==> config.mk <==
export PLATFORM = sky130hd
export DESIGN_NAME = sys_matmul_stream
export DESIGN_NICKNAME = d
export VERILOG_FILES = /design/src/rtl/sys_matmul_stream.sv
export SDC_FILE = /design/constraint.sdc
export NUM_CORES = 2
export LEC_CHECK = 0
export CORE_MARGIN = 1
export CORE_UTILIZATION = 35
export DETAILED_ROUTE_END_ITERATION = 16
export SLEW_MARGIN = 10
export SYNTH_ARGS = -nofsm -noshare
export SYNTH_HDL_FRONTEND = slang
export SYNTH_SLANG_ARGS = --single-unit
export TNS_END_PERCENT = 100
==> constraint.sdc <==
create_clock -name CLK -period 10.1 [get_ports CLK]
set_clock_uncertainty 0.05 [all_clocks]
set_input_delay 1.515 -clock CLK [delete_from_list [all_inputs] [get_ports CLK]]
set_output_delay 1.515 -clock CLK [all_outputs]
set_load 0.1 [all_outputs]
==> src/rtl/sys_matmul_stream.sv <==
// Streaming N x N matrix multiplier: accepts (a,b) beats column/row-wise, builds C as a
// sum of outer products, then streams C out row-major with optional accumulate across jobs.
module sys_matmul_stream #(
  parameter int N      = 3,
  parameter int DW     = 8,
  parameter int ACC_W  = 2*DW + $clog2(N),
  parameter int SIGNED = 0
) (
  input  logic             CLK,
  input  logic             rst_n,
  input  logic             vld_in,
  output logic             rdy_in,
  input  logic [DW-1:0]    a,
  input  logic [DW-1:0]    b,
  input  logic             keep,
  output logic             vld_out,
  input  logic             rdy_out,
  output logic [ACC_W-1:0] c,
  output logic             last_out,
  output logic             busy,
  output logic [1:0]       dbg_state
);

  // Handshakes: a beat transfers on a rising edge where valid and ready are both high;
  // the sender holds its data stable until that edge.

  localparam int IW = (N > 1) ? $clog2(N) : 1;
  localparam logic [IW-1:0] I_LAST = IW'(N-1);
  localparam logic [IW-1:0] I_ONE  = IW'(1);

  typedef enum logic [1:0] {S_LOAD = 2'd0, S_MAC = 2'd1, S_DRAIN = 2'd2} state_t;

  state_t           r_state;
  state_t           w_next;
  logic [IW-1:0]    r_i;
  logic [IW-1:0]    r_j;
  logic [IW-1:0]    r_row;
  logic [IW-1:0]    r_col;
  logic             r_keep;
  logic             r_busy;
  logic [DW-1:0]    r_col_buf [N];
  logic [DW-1:0]    r_row_buf [N];
  logic [ACC_W-1:0] r_c [N][N];

  logic w_in_hs;
  logic w_out_hs;
  logic w_last;
  logic w_clear;

  function automatic logic [ACC_W-1:0] ext(input logic [DW-1:0] x);
    if (SIGNED != 0) return {{(ACC_W-DW){x[DW-1]}}, x};
    else             return {{(ACC_W-DW){1'b0}}, x};
  endfunction

  assign rdy_in    = (r_state == S_LOAD);
  assign vld_out   = (r_state == S_DRAIN);
  assign w_last    = (r_row == I_LAST) && (r_col == I_LAST);
  assign last_out  = vld_out && w_last;
  assign c         = vld_out ? r_c[r_row][r_col] : '0;
  assign busy      = r_busy;
  assign dbg_state = r_state;
  assign w_in_hs   = vld_in && rdy_in;
  assign w_out_hs  = vld_out && rdy_out;
  // The first outer product of a non-chained job overwrites whatever C holds.
  assign w_clear   = (r_j == '0) && !r_keep;

  always_ff @(posedge CLK) begin
    if (!rst_n) r_state <= S_LOAD;
    else        r_state <= w_next;
  end

  always_comb begin
    w_next = r_state;
    case (r_state)
      S_LOAD:  if (w_in_hs && (r_i == I_LAST)) w_next = S_MAC;
      S_MAC:   w_next = (r_j == I_LAST) ? S_DRAIN : S_LOAD;
      S_DRAIN: if (w_out_hs && w_last) w_next = S_LOAD;
      default: w_next = S_LOAD;
    endcase
  end

  always_ff @(posedge CLK) begin
    if (!rst_n) begin
      r_i    <= '0;
      r_j    <= '0;
      r_row  <= '0;
      r_col  <= '0;
      r_keep <= 1'b0;
      r_busy <= 1'b0;
      for (int r = 0; r < N; r++) begin
        r_col_buf[r] <= '0;
        r_row_buf[r] <= '0;
        for (int s = 0; s < N; s++) r_c[r][s] <= '0;
      end
    end else begin
      if (w_in_hs) begin
        r_col_buf[r_i] <= a;
        r_row_buf[r_i] <= b;
        r_i            <= (r_i == I_LAST) ? '0 : r_i + I_ONE;
        r_busy         <= 1'b1;
        if ((r_i == '0) && (r_j == '0)) r_keep <= keep;
      end
      if (r_state == S_MAC) begin
        for (int r = 0; r < N; r++)
          for (int s = 0; s < N; s++)
            r_c[r][s] <= (w_clear ? '0 : r_c[r][s]) + ext(r_col_buf[r]) * ext(r_row_buf[s]);
        r_j <= (r_j == I_LAST) ? '0 : r_j + I_ONE;
      end
      if (w_out_hs) begin
        if (r_col == I_LAST) begin
          r_col <= '0;
          r_row <= (r_row == I_LAST) ? '0 : r_row + I_ONE;
        end else begin
          r_col <= r_col + I_ONE;
        end
        if (w_last) r_busy <= 1'b0;
      end
    end
  end

endmodule

### Yosys cells after proc, flatten, opt, wreduce, memory -nomap -nowiden

Memory sizes are Yosys's and may differ from the RTL's. A register that Yosys moved wholly into a read port is not among the register bits.
Index checks and enable logic that the tools add are counted.

| storage, ports and cells | value |
|---|---|
| flip-flop bits (word level) | 12 |
| memory bits (writable) | 210 |
| bits of input ports | 21 |
| output and inout port bits | 24 |
| word-level logic and storage cells | 128 |
| memories kept | 3 |

| operators by class | value |
|---|---|
| add/subtract/negate cells | 13 |
| multipliers | 9 |
| order comparisons | 1 |
| equality and inequality tests | 8 |
| muxes and demuxes | 60 |
| bitwise gates (word level) | 10 |
| reduce and logical (&&, ||, !) cells | 17 |

Memories:

| name | words | width | rd ports | clocked after Yosys merged registers in | write ports | line | RTL |
|---|---|---|---|---|---|---|---|
| r_c | 3 | 54 | 4 | 1 | 3 | 43 | `logic [ACC_W-1:0] r_c [N][N];` |
| r_col_buf | 3 | 8 | 3 | 0 | 3 | 41 | `logic [DW-1:0] r_col_buf [N];` |
| r_row_buf | 3 | 8 | 3 | 0 | 3 | 42 | `logic [DW-1:0] r_row_buf [N];` |

Operator list:

| kind | count |
|---|---|
| 18-bit two-way mux | 33 |
| 18-bit adder | 9 |
| 18-bit by 18-bit multiplier with 18-bit output | 9 |
| 18-bit binary-select mux with 2-bit select | 1 |
| 2-bit two-way mux | 11 |
| 8-bit two-way mux | 2 |
| 8-bit OR reduction | 2 |
| 1-bit two-way mux | 12 |
| 2-bit == test, second input constant | 5 |
| 1-bit OR | 9 |
| 2-bit by 1-bit adder with 2-bit output, second input constant | 4 |
| 1-bit logical AND | 8 |
| 2-bit zero test | 3 |
| 2-bit case mux with 3 select lines | 1 |
| 2-bit AND reduction | 3 |
| 2-bit by 1-bit inequality test with 1-bit output, second input constant | 2 |
| 3-bit >= comparator, second input constant | 1 |
| 2-bit NOT with 3-bit output | 1 |
| 2-bit by 1-bit == test with 1-bit output, second input constant | 1 |
| 1-bit zero test | 1 |

### Depth between registers and ports, before layout

| depth | value |
|---|---|
| depth in word-level cells | 7 |
| depth in mapped cells | 21 |
| mapped depth without buffers | 20 |

### Least setup slack after synthesis

No wires, ideal clock.

| timing path | value |
|---|---|
| path kind | register to register |
| start | reg r_state[1] (netlist: dbg_state[1]) |
| end | mem r_c[0][0] (netlist name) (enable) |
| setup time | 1.344 ns |
| arrival | 4.179 ns |
| required time | 8.706 ns |
| path slack | 4.528 ns |
| stages on the path, launching flop included | 4 |
| buffers on the path | 1 |
| clock period less this slack | 5.572 ns |
| cell sequence | dfxtp_1 > nand2b_1 > clkbuf_1 > nand2_1 |

RTL lines:

| what | line | RTL |
|---|---|---|
| from (decl) | 33 | `state_t r_state;` |
| from (signal assigned) | 69 | `else r_state <= w_next;` |
| to (decl) | 43 |  |

### Worst setup path in the final report

| timing path | value |
|---|---|
| start | reg r_col[0] |
| end | out c[1] |

| on the way | value |
|---|---|
| longest elaborated chain between the ends | 5 |

Ends and longest elaborated chain:

| what | line | RTL |
|---|---|---|
| from (decl) | 38 | `logic [IW-1:0] r_col;` |
| from (signal assigned) | 114 | `r_col <= r_col + I_ONE;` |
| 2-bit NOT with 3-bit output (not written as such) | 59 | `assign c = vld_out ? r_c[r_row][r_col] : '0;` |
| 18-bit binary-select mux with 2-bit select | 59 |  |
| 18-bit two-way mux (not written as such) (2 in a row) | 59 |  |
| 18-bit two-way mux | 59 |  |
| to (decl) | 18 | `output logic [ACC_W-1:0] c,` |

No other way between the ends. The select of a mux whose other input is x is not followed.

==> impl_metrics.json <==
{
  "post_synthesis_register_bit_count": 224,
  "worst_pin_slew_ns": 1.25,
  "fin_util_pct": 38.3,
  "synth.area.top_cells": "sky130_fd_sc_hd__fa_1 24%, sky130_fd_sc_hd__ha_1 20%, sky130_fd_sc_hd__edfxtp_1 17%, sky130_fd_sc_hd__and2_1 10%, sky130_fd_sc_hd__inv_1 9.3%",
  "fin_tns_setup_ns": 0,
  "insertion_delay_ns": 0.58,
  "yosys.area.top_type": "sky130_fd_sc_hd__fa_1",
  "die_w_microns": 332,
  "first_iter_violations": 1636,
  "switching_share_pct": 38.3,
  "detailroute.via_count": 27500,
  "placement.io_buffers": 44,
  "tritoncts": "yes",
  "nets": 5193,
  "grt_remaining_overflow": 0,
  "final_hold_fails": 0,
  "htree_num_levels": 2,
  "core-area_sq_mm": 0.107,
  "first_pass_iters": 7,
  "grt_max_degree": 64,
  "drv_slew": 0,
  "synth.cell_area_sq_mm": 0.0380,
  "synth_async_sr_flop_share_pct": 0,
  "postCtsSetupRepairBufs": 0,
  "unrepaired_setup_endpoints_after_global_routing": "no",
  "syn_nets": 5238,
  "synth_top_area_share_pct": 23.7,
  "synthCells": 4146,
  "internal_power_mw": 2.55,
  "combinationalPowerShare_pct": 39.4,
  "cap_violations": 0,
  "core.rowCount": 120,
  "cp_data_arrival_time_ns": 4.54,
  "synth_enable_flop_cells": 210,
  "worstSetupPathType": "flip-flop to output pin",
  "critical_path.endpoint_type": "output pin",
  "outcome": "finished clean",
  "vias_per_cell": 4.97,
  "cts.repair.resized": 0,
  "postSynthAreaPerCell_sq_um": 9.18,
  "clock_power_share_pct": 32.7,
  "final.min_clock_period_ns": 6.11,
  "clock_path_buffers": 3,
  "synth.yosys.seq_area_share_pct": 17.3,
  "p_sw_mw": 1.59,
  "timing.critical_path.slowest_cell_delay_ns": 1.04,
  "globalRouteTotalUtil_pct": 18.9,
  "timing_limited_maximum_frequency_mhz": 164,
  "layout_worst_path_cycle_share_pct": 60.5,
  "fp.dieH_microns": 332,
  "cts_sinks": 224,
  "antenna_left": 0,
  "vdd.ir_drop.worst_mv": 0.0955,
  "area.growth.synth_to_final_pct": 8.14,
  "initial_core_util_pct": 35.4,
  "synth.lib_cells_used.distinct": 70,
  "static-leakage-power_nw": 21.1,
  "finalSetupViolCount": 0,
  "clkTransAtPathRegs_ns": 0.07,
  "min_from": "r_keep",
  "cpLargestDelayFamily": "buffers and inverters",
  "cp_cell_sequence": "buf_4 -> nor2b_1 -> buf_4 -> nand2b_1 -> nor2_1 -> a221oi_1 -> nor2_1 -> clkdlybuf4s50_1",
  "layout-drive-gt1-share_pct": 3.30,
  "grt_pass1_wl_mm": 161,
  "detail_route.wl_per_cell_microns": 18.4,
  "post-route-drc-count": 0,
  "via_count_of_the_first_global_routing_pass": 28300,
  "seq_power_share_pct": 27.9,
  "post_cts_hold_buffer_count": 0,
  "critical-path-slowest-cell": "sky130_fd_sc_hd__clkdlybuf4s50_1",
  "min_path_type": "flip-flop to flip-flop",
  "reg2reg_from": "r_col_buf[1][5]",
  "synth_most_common_cell": "sky130_fd_sc_hd__inv_1",
  "grt_antenna_before_repair": 5,
  "critPathLaunchType": "flip-flop",
  "relSlewSlack_pct": 16.4,
  "netlist_top_cells_count": "941 x sky130_fd_sc_hd__inv_1, 627 x sky130_fd_sc_hd__and2_1, 621 x sky130_fd_sc_hd__ha_1",
  "critical_path_buf_inv_count": 3,
  "power.density_cell_area_mw_per_mm2": 101,
  "critical_path_required_ns": 8.54,
  "fin_total_pwr_mw": 4.14,
  "wirelength_mm": 102,
  "cts_root_buffer": "sky130_fd_sc_hd__clkbuf_16",
  "worst-path-max-fanout": 40,
  "design.portCount": 45,
  "gp_routability_congestion": 0.887,
  "critical_path_start": "r_col[0]",
  "synth_warnings": 0,
  "dp.final_hpwl_mm": 78.2,
  "cts-buffers-inserted": 34,
  "die-area_sq_mm": 0.110,
  "yosys_most_used_dff": "sky130_fd_sc_hd__edfxtp_1"
}
-- stage by stage --
stage / hold WS (ns) / std cells / worst slack (ns) / instance area, sq um
detailed placement: 0.398 / 5468 / 4.25 / 39900
global route: 0.433 / 5529 / 3.77 / 41100
global placement: 0.394 / 5468 / 4.29 / 39900
floorplan: 0.381 / 4146 / 4.53 / 38000
finish: 0.412 / 5530 / 3.99 / 41100
CTS: 0.407 / 5529 / 4.04 / 41100
-- worst min-delay path, cell delays in order (launching register included) --
cell and delay, ns:
sky130_fd_sc_hd__dfxtp_1 0.31, sky130_fd_sc_hd__nand2_1 0.05, sky130_fd_sc_hd__a21oi_1 0.05
-- logic make-up after synthesis --
group / Yosys count / synth area share (%)
and+or+nand+nor: 1248 / 17.4
buffers and inverters: 1105 / 11.0
adders and majority gates: 1071 / 44.1
AOI/OAI and AO/OA: 358 / 6.16
DFF: 224 / 17.3
xor gates and xnor gates: 73 / 1.72
muxes: 67 / 2.36
-- registers in the layout, summed over array words and instances (netlist names), named ones only --
signal     cells
dbg_state      2
r_col_buf     24
r_row          2
r_j            2
r_i            2
r_keep         1
busy           1
r_row_buf     24
r_col          2
r_c          162
-- power by group through the flow --
stage | sequential [mW] | combinational [mW] | clock (mW)
final | 1.16 | 1.63 | 1.35
after global routing | 1.16 | 1.91 | 1.41
after CTS | 1.15 | 1.65 | 1.38
after detailed placement | 1.17 | 1.63 | 0
after global placement | 1.17 | 1.61 | 0
after floorplan | 1.10 | 1.28 | 0
-- routing by layer --
layer  track usage [%]  up-vias  share of wire [%]
met2              29.6      700                 44
li1                  -    12900                  -
met4              6.59        0                3.6
met5                 0        -                  0
met1              25.1    13700                 44
met3              4.94      133                8.3
-- cell usage in the layout, fill, tap and decap left out, types with 36 or more instances in the layout --
cell	synthesis	layout
sky130_fd_sc_hd__o21ai_0	78	77
sky130_fd_sc_hd__and2_1	627	627
sky130_fd_sc_hd__ha_1	621	621
sky130_fd_sc_hd__edfxtp_1	210	210
sky130_fd_sc_hd__nor3_1	47	46
sky130_fd_sc_hd__a21o_1	36	36
sky130_fd_sc_hd__a21oi_1	89	89
sky130_fd_sc_hd__mux2i_1	48	48
sky130_fd_sc_hd__inv_1	941	941
sky130_fd_sc_hd__buf_4	3	39
sky130_fd_sc_hd__nand2_1	280	279
sky130_fd_sc_hd__nor2_1	179	177
sky130_fd_sc_hd__clkdlybuf4s50_1	0	44
sky130_fd_sc_hd__fa_1	450	450
sky130_fd_sc_hd__xnor2_1	43	43
-- area by class of cell --
class | count | area, sq um
Fill cell | 10700 | 66200
Multi-Input combinational cell | 2817 | 27300
Sequential cell | 224 | 6590
Inverter | 941 | 3530
Tap cell | 1403 | 1760
Clock buffer | 39 | 911
Timing Repair Buffer | 83 | 733
Clock inverter | 22 | 305
Antenna cell | 1 | 2.50
-- path summary, 6_finish.rpt --
path	to	slack, ns	cells past startpoint
hold reg to reg	r_keep	0.41	2
setup / recovery	c[1]	3.99	8
setup reg to reg	r_c[1][33]	4.18	18
hold / removal	r_keep	0.41	2
No activity file was read; power rests on OpenSTA's default activity.
